`config.mk`:
```
export PLATFORM = sky130hd
export DESIGN_NAME = sobel_out_packer
export DESIGN_NICKNAME = d
export VERILOG_FILES = /design/src/rtl/sobel_out_packer.sv
export SDC_FILE = /design/constraint.sdc
export NUM_CORES = 1
export LEC_CHECK = 0
export BUFFER_PORTS_ARGS = -buffer_cell sky130_fd_sc_hd__buf_2
export CORE_MARGIN = 10
export CORE_UTILIZATION = 60
export CTS_CLUSTER_SIZE = 20
export DETAILED_ROUTE_END_ITERATION = 10
export GPL_TIMING_DRIVEN = 0
export PLACE_DENSITY = 0.94
export SYNTH_ARGS = -nofsm -noshare
export SYNTH_HDL_FRONTEND = slang
export SYNTH_SLANG_ARGS = --single-unit
```
`constraint.sdc`:
```
create_clock -name clock -period 3.9 [get_ports clock]
set_input_delay 0.975 -clock clock [delete_from_list [all_inputs] [get_ports clock]]
set_output_delay 0.975 -clock clock [all_outputs]
set_load 0.05 [all_outputs]
```
`src/rtl/sobel_out_packer.sv`:
```
// Drains 8-bit Sobel pixels, packs 4 per 32-bit word tagged {eof,eol}, pushes to a 34-bit FIFO.
// Optional per-frame word checksum when SOBEL_PACK_SUM_EN is defined.
module sobel_out_packer #(
    parameter int WIDTH  = 720,
    parameter int HEIGHT = 540
) (
    input  logic        clock,
    input  logic        reset_n,
    input  logic        in_empty,
    output logic        in_rd_en,
    input  logic [7:0]  in_dout,
    input  logic        out_full,
    output logic        out_wr_en,
    output logic [33:0] out_din
`ifdef SOBEL_PACK_SUM_EN
    ,
    output logic [31:0] frame_sum,
    output logic        sum_valid
`endif
);

    localparam int COLS = WIDTH / 4;
    localparam int CW   = (COLS > 1) ? $clog2(COLS) : 1;
    localparam int RW   = (HEIGHT > 1) ? $clog2(HEIGHT) : 1;
    localparam logic [CW-1:0] COL_LAST = CW'(COLS - 1);
    localparam logic [RW-1:0] ROW_LAST = RW'(HEIGHT - 1);

    if (((WIDTH % 4) != 0) || (WIDTH < 4)) begin : g_width_chk
        $error("sobel_out_packer: WIDTH must be a positive multiple of 4");
    end
    if (HEIGHT < 1) begin : g_height_chk
        $error("sobel_out_packer: HEIGHT must be >= 1");
    end

    typedef enum logic [0:0] {
        S_FILL  = 1'b0,
        S_WRITE = 1'b1
    } state_e;

    state_e          state_q, state_d;
    logic [1:0]      lane_q, lane_d;
    logic [23:0]     word_q, word_d;
    logic [33:0]     out_q, out_d;
    logic [CW-1:0]   col_q, col_d;
    logic [RW-1:0]   row_q, row_d;
    logic            eol_s;
    logic            eof_s;

    // State register
    always_ff @(posedge clock or negedge reset_n) begin
        if (!reset_n) begin
            state_q <= S_FILL;
        end else begin
            state_q <= state_d;
        end
    end

    // Next-state logic
    always_comb begin
        state_d = state_q;
        case (state_q)
            S_FILL: begin
                if (in_rd_en && (lane_q == 2'd3)) begin
                    state_d = S_WRITE;
                end else begin
                    state_d = S_FILL;
                end
            end
            S_WRITE: begin
                if (!out_full) begin
                    state_d = S_FILL;
                end else begin
                    state_d = S_WRITE;
                end
            end
            default: state_d = S_FILL;
        endcase
    end

    // FIFO handshakes; reset_n gating keeps the upstream FIFO untouched while held in reset
    always_comb begin
        in_rd_en  = 1'b0;
        out_wr_en = 1'b0;
        case (state_q)
            S_FILL: begin
                in_rd_en = reset_n & ~in_empty;
            end
            S_WRITE: begin
                out_wr_en = ~out_full;
                in_rd_en  = reset_n & ~out_full & ~in_empty;
            end
            default: begin
                in_rd_en  = 1'b0;
                out_wr_en = 1'b0;
            end
        endcase
    end

    assign eol_s = (col_q == COL_LAST);
    assign eof_s = eol_s && (row_q == ROW_LAST);

    // Datapath next-state: byte lanes, output word/flags, line/frame counters
    always_comb begin
        lane_d = lane_q;
        word_d = word_q;
        out_d  = out_q;
        col_d  = col_q;
        row_d  = row_q;
        if (state_q == S_FILL) begin
            if (in_rd_en) begin
                case (lane_q)
                    2'd0:    word_d[7:0]   = in_dout;
                    2'd1:    word_d[15:8]  = in_dout;
                    2'd2:    word_d[23:16] = in_dout;
                    2'd3:    out_d         = {eof_s, eol_s, in_dout, word_q};
                    default: word_d        = word_q;
                endcase
                lane_d = lane_q + 2'd1;
            end else begin
                lane_d = lane_q;
            end
        end else begin
            if (out_wr_en) begin
                if (eol_s) begin
                    col_d = {CW{1'b0}};
                    if (row_q == ROW_LAST) begin
                        row_d = {RW{1'b0}};
                    end else begin
                        row_d = row_q + {{(RW-1){1'b0}}, 1'b1};
                    end
                end else begin
                    col_d = col_q + {{(CW-1){1'b0}}, 1'b1};
                end
                // Overlap the next word's first pixel with this push to avoid a bubble
                if (in_rd_en) begin
                    word_d[7:0] = in_dout;
                    lane_d      = 2'd1;
                end else begin
                    lane_d      = 2'd0;
                end
            end else begin
                lane_d = lane_q;
            end
        end
    end

    // Datapath registers
    always_ff @(posedge clock or negedge reset_n) begin
        if (!reset_n) begin
            lane_q <= 2'd0;
            word_q <= 24'd0;
            out_q  <= 34'd0;
            col_q  <= {CW{1'b0}};
            row_q  <= {RW{1'b0}};
        end else begin
            lane_q <= lane_d;
            word_q <= word_d;
            out_q  <= out_d;
            col_q  <= col_d;
            row_q  <= row_d;
        end
    end

    assign out_din = out_q;

`ifdef SOBEL_PACK_SUM_EN
    logic [31:0] acc_q, acc_d;
    logic [31:0] frame_sum_q, frame_sum_d;
    logic        sum_valid_q, sum_valid_d;

    // Frame accumulator; the eof word closes the frame and restarts the sum
    always_comb begin
        acc_d       = acc_q;
        frame_sum_d = frame_sum_q;
        sum_valid_d = 1'b0;
        if (out_wr_en) begin
            if (out_q[33]) begin
                frame_sum_d = acc_q + out_q[31:0];
                acc_d       = 32'd0;
                sum_valid_d = 1'b1;
            end else begin
                acc_d       = acc_q + out_q[31:0];
            end
        end else begin
            sum_valid_d = 1'b0;
        end
    end

    // Accumulator registers
    always_ff @(posedge clock or negedge reset_n) begin
        if (!reset_n) begin
            acc_q       <= 32'd0;
            frame_sum_q <= 32'd0;
            sum_valid_q <= 1'b0;
        end else begin
            acc_q       <= acc_d;
            frame_sum_q <= frame_sum_d;
            sum_valid_q <= sum_valid_d;
        end
    end

    assign frame_sum = frame_sum_q;
    assign sum_valid = sum_valid_q;
`else
    // Checksum feature not built: no accumulator state.
`endif

endmodule

```
==> out/metrics.cfg, run 1 <==
[global_routing]
grt_overflow=0
grt_start_max_net_pins=76
grt_pass1_vias=2624
grt_pass1_wl_mm=12.2
grt_antenna_before_repair=0
grt_use_total_pct=17.5

[cells_and_area]
final_common_cell=nand2_1
mostFrequentLayoutCells=nand2_1 (114), dfrtp_1 (79), buf_2 (51)
num-fill-cells=416
design_area_sq_um=3840
final_net_count=389
diodes=0
finalNonFillerCells=448
drive_gt1_share_pct=26.9
syn_to_final_growth_pct=15.9
final_util_pct=70.7

[synth]
synth_top_area_share_pct=59.6
synth_cell_type_count=37
ys_ff_latch=79
yosysSeqAreaShare_pct=59.6
synth_edf_count=0
ys.flop_type=dfrtp_1
yosysWarningCount=0
netlist_area_sq_um=3320
yosys.area.top_type=dfrtp_1
avgSynthCellArea_sq_um=10.6
synthesis.nets=330
synth.area.top_cells=dfrtp_1 (60%), nand2_1 (13%), mux2_2 (8.5%)
synthCells=312
ys_async_sr_fraction_pct=100

[run]
maxCapViolCount=0

[placement]
gp_congestion=0.825
port_buffers=47
dpl.cell_count=432
dpl_worst_slack_ns=0.708
hpwl_mm=5.16
dpl_cell_area_sq_um=3670

[clock_network]
cts_tree=built
ctsHoldBuffers=0
clk_latency_ns=0.35
clkSinkCount=79
clockRootBuffer=clkbuf_8
postCtsSetupBuffers=0
clk_pin_slew_ns=0.08
cts-htree-levels=3
post_cts_resize_count=0
cts_made_buffers=9
cts_buffer_depth=2

[sta]
relSlewSlack_pct=61.3
fin_ws_ns=0.714
fmax_ghz=0.314
finClkSkew_ns=0.0104
hold_ws_ns=0.430
hold_viol_final=0
tightest_slew_ns=0.581
period_needed_ns=3.19
maxSlewViolCount=0
rsz0062_at_grt=no
timing.final.crit_share_pct=81.7
finalSetupViolations=0

[power_and_ir_drop]
vdd_drop_max_uv=503
p_leak_nw=2.00
powerDensity_nw_per_um2=787

[floorplan]
die-area_sq_um=8900
dieHeight_um=94.4
io_pins=48
start_util_pct=61.0
die-width_um=94.4
core-area_sq_um=5440
rows=27

[route]
drt_iter0_markers=117
vias=2487
routedWlPerCell_um=16.4
wl_met1_mm=3.09
vias_per_cell=5.55
routed-wl-met2_mm=3.55
top_layer=met4
wl_met3_um=554
wl_mm=7.36
drc=0
ant_nets=0
firstDrtPassIters=4

[critical_path]
cp.arrival_ns=2.21
critPathKind=in -> out
crit_path_max_fanout=75
worstPathRequired_ns=2.92
crit_path_start_kind=input port
end_kind=output pin

[hold_path]
hold_path_class=in -> async

[outcome]
status=complete, no violations

-- area by class of cell --
cell class / instances / area (sq um) / area share (%)
buffer: 10 / 45.0 / 1.17
clock buffer: 10 / 128 / 3.32
inverter: 5 / 18.8 / 0.488
multi-input combinational: 218 / 1280 / 33.2
tap: 72 / 90.1 / 2.34
timing repair buffer: 48 / 265 / 6.90
clock inverter: 6 / 45.0 / 1.17
sequential: 79 / 1980 / 51.4
-- registers in the layout (all words and copies together), names as in the netlist --
name	count
word_q	24
lane_q	2
row_q	10
state_q	1
col_q	8
out_din	34
-- stage by stage --
step | TNS, ns | power, W
3_5_place_dp | 0 | 0.00251
6_report | 0 | 0.00303
3_3_place_gp | -0.136 | 0.00244
4_1_cts | 0 | 0.00305
2_1_floorplan | 0 | 0.00218
5_1_grt | 0 | 0.00320
-- synthesized netlist by cell type, types with 4 or more instances --
| master | instances |
|---|---|
| and2_1 | 4 |
| and3_1 | 4 |
| buf_2 | 5 |
| clkbuf_1 | 4 |
| dfrtp_1 | 79 |
| ha_1 | 6 |
| inv_1 | 4 |
| mux2_2 | 25 |
| nand2_1 | 114 |
| nand3_1 | 8 |
| nor2_1 | 9 |
| o21ai_0 | 10 |
-- logic make-up (layout without fill, tap and decap cells) --
logic type / Yosys count / count (layout) / synth area share [%]
adders and majority gates: 6 / 6 / 2.26
and+or+nand+nor: 160 / 160 / 21.9
AOI/OAI and AO/OA: 19 / 19 / 3.62
buffers and inverters: 15 / 79 / 1.92
muxes: 27 / 27 / 9.09
DFF: 79 / 79 / 59.6
xor gates and xnor gates: 6 / 6 / 1.58
-- worst max-delay path, cell delays in order --
cell and delay (ns):
buf_4 0.16, buf_16 0.32, nor2b_1 0.26, nand2_1 0.14, inv_1 0.07, buf_2 0.25
-- per-layer routing --
layer | track usage, % | vias up
met2 | 29.3 | 74
met5 | 0 | -
met4 | 9.49 | 0
li1 | - | 1150
met3 | 4.84 | 16
met1 | 20.0 | 1247
-- worst paths after layout --
check	slack, ns	end	start	depth (start not counted)
worst max-delay path	0.71	in_rd_en	reset_n	6
worst min-delay path	0.43	out_din[26]	reset_n	1
worst max register to register	1.94	out_din[30]	state_q	6
worst min register to register	0.47	out_din[22]	word_q[22]	2
max in group asynchronous	2.92	row_q[2]	reset_n	2
min in group clock	0.47	out_din[22]	word_q[22]	2
-- report_power, final --
part / leakage [nW] / internal (W) / switching (W)
clock network: 0.0793 / 0.000234 / 0.000314
registers: 1.01 / 0.00112 / 0.000170
logic: 0.908 / 0.000325 / 0.000862
Note: power is estimated with default switching activity, not from simulation.
==> inputs of run 2 (changes only) <==
--- a/config.mk
+++ b/config.mk
@@ -7,11 +7,11 @@
 export LEC_CHECK = 0
 export BUFFER_PORTS_ARGS = -buffer_cell sky130_fd_sc_hd__buf_2
 export CORE_MARGIN = 10
-export CORE_UTILIZATION = 60
+export CORE_UTILIZATION = 51
 export CTS_CLUSTER_SIZE = 20
 export DETAILED_ROUTE_END_ITERATION = 10
 export GPL_TIMING_DRIVEN = 0
-export PLACE_DENSITY = 0.94
+export PLACE_DENSITY = 0.86
 export SYNTH_ARGS = -nofsm -noshare
 export SYNTH_HDL_FRONTEND = slang
 export SYNTH_SLANG_ARGS = --single-unit
==> constraint.sdc (replaced) <==
create_clock -name clock -period 2.8 [get_ports clock]
set_input_delay 0.7 -clock clock [delete_from_list [all_inputs] [get_ports clock]]
set_output_delay 0.7 -clock clock [all_outputs]
set_load 0.05 [all_outputs]
==> run 2 against run 1 <==
Net effect: clock skew shrank 0.0037 ns; non-clock buffer count is the same; worst setup slack worse by 0.46 ns; hold slack lost 0.14 ns; total power up 44%; sequential cell count unchanged; clock power increased by 68%; wire length down 4.2%; design area grew 1.4%; core utilization fell by 9.3 points; global-route usage decreased by 3.1 points; cell count up 1.1%; critical endpoint unchanged.
==> out/metrics.cfg, run 2 (synthesis results as in run 1) <==
[floorplan]
core-area_sq_um=6350
rows=29
die-width_um=101
die-area_sq_um=10100
dieHeight_um=101
io_pins=48
start_util_pct=52.2

[cells_and_area]
diodes=0
final_net_count=389
largest_register_ffs=34
mostFrequentLayoutCells=nand2_1 (114), dfrtp_1 (79), buf_2 (51)
syn_to_final_growth_pct=17.6
finalNonFillerCells=453
final_common_cell=nand2_1
drive_gt1_share_pct=26.9

[clock_network]
clkSinkCount=79
post_cts_resize_count=0
cts_made_buffers=9
ctsHoldBuffers=0
postCtsSetupBuffers=0
cts_tree=built
cts-htree-levels=3
clockRootBuffer=clkbuf_8
clk_pin_slew_ns=0.09
cts_buffer_depth=2
clk_latency_ns=0.35

[sta]
hold_ws_ns=0.289
finalSetupTns_ns=0
finClkSkew_ns=0.00667
timing.final.crit_share_pct=91.1
fin_ws_ns=0.250
rsz0062_at_grt=no
hold_viol_final=0
maxSlewViolCount=0
tightest_slew_ns=0.567
finalSetupViolations=0
period_needed_ns=2.55
relSlewSlack_pct=62.2
fmax_ghz=0.392

[route]
drc=0
routedWlPerCell_um=15.6
ant_nets=0
firstDrtPassIters=4
vias=2391
vias_per_cell=5.28
wl_mm=7.05
drt_iter0_markers=75

[power_and_ir_drop]
power_w=0.00436
power_frac_seq_pct=41.2
powerDensity_nw_per_um2=1120
p_sw_share_pct=42.1
intPower_w=0.00252
clockPowerShare_pct=21.1
p_switching_w=0.00184
vdd_drop_max_uv=1020
comb_power_share_pct=37.6
p_leak_nw=2.03

[critical_path]
cp.arrival_ns=1.85
critPathKind=in -> out
worstPathRequired_ns=2.10
crit_path_start_kind=input port
end_kind=output pin
crit_path_max_fanout=33

[global_routing]
grt_use_total_pct=14.4
grt_overflow=0
grt_antenna_before_repair=0
grt_pass1_wl_mm=11.6
grt_pass1_vias=2411
grt_start_max_net_pins=50

[outcome]
status=complete, no violations

[placement]
gp_congestion=0.841
hpwl_mm=5.05
dpl.cell_count=437
dpl_worst_slack_ns=0.253
port_buffers=47

[run]
maxCapViolCount=0

[hold_path]
hold_path_class=in -> async

[run 2: area by class of cell]
cell class / count / area (sq um)
multi-input cells: 218 / 1280
clock buffers: 10 / 128
repair buffers: 48 / 265
inverters: 5 / 18.8
well taps: 77 / 96.3
fillers: 501 / 2450
clock inverters: 6 / 93.8
plain buffers: 10 / 45.0
flip-flops and latches: 79 / 1980
[run 2: final timing paths]
check / startpoint / endpoint / slack [ns] / depth (start not counted)
max in group asynchronous: reset_n / row_q[6] / 1.93 / 2
max: reset_n / in_rd_en / 0.25 / 5
min: reset_n / out_din[18] / 0.29 / 1
min reg2reg: word_q[5] / out_din[5] / 0.47 / 2
max reg2reg: state_q / out_din[27] / 0.93 / 6
min in group clock: word_q[5] / out_din[5] / 0.47 / 2
[run 2: worst max-delay path, stage by stage]
cell	delay (ns)
buf_4	0.37
nor2b_1	0.27
nand2_1	0.16
inv_1	0.08
buf_2	0.26
[run 2: routing by layer]
metal / global-route usage (%) / vias to the layer above / wire, um
met2: 23.1 / 63 / 3430
met4: 3.91 / 0 / 84
li1: - / 1142 / -
met1: 17.4 / 1178 / 2980
met3: 5.97 / 8 / 557
met5: 0 / - / 0
[run 2: power groups by stage]
stage / Combinational [W] / Sequential (W) / Clock, W
6_report: 0.00164 / 0.00180 / 0.000922
4_1_cts: 0.00167 / 0.00180 / 0.000944
2_1_floorplan: 0.000496 / 0.00253 / 0
3_3_place_gp: 0.00161 / 0.00179 / 0
3_5_place_dp: 0.00166 / 0.00182 / 0
5_1_grt: 0.00177 / 0.00185 / 0.000994
[run 2: through the flow]
step	area [sq um]	utilization (%)
2_1_floorplan	3320	-
3_3_place_gp	3650	57.5
3_5_place_dp	3680	57.9
4_1_cts	3900	61.4
5_1_grt	3900	61.4
6_report	3900	61.4
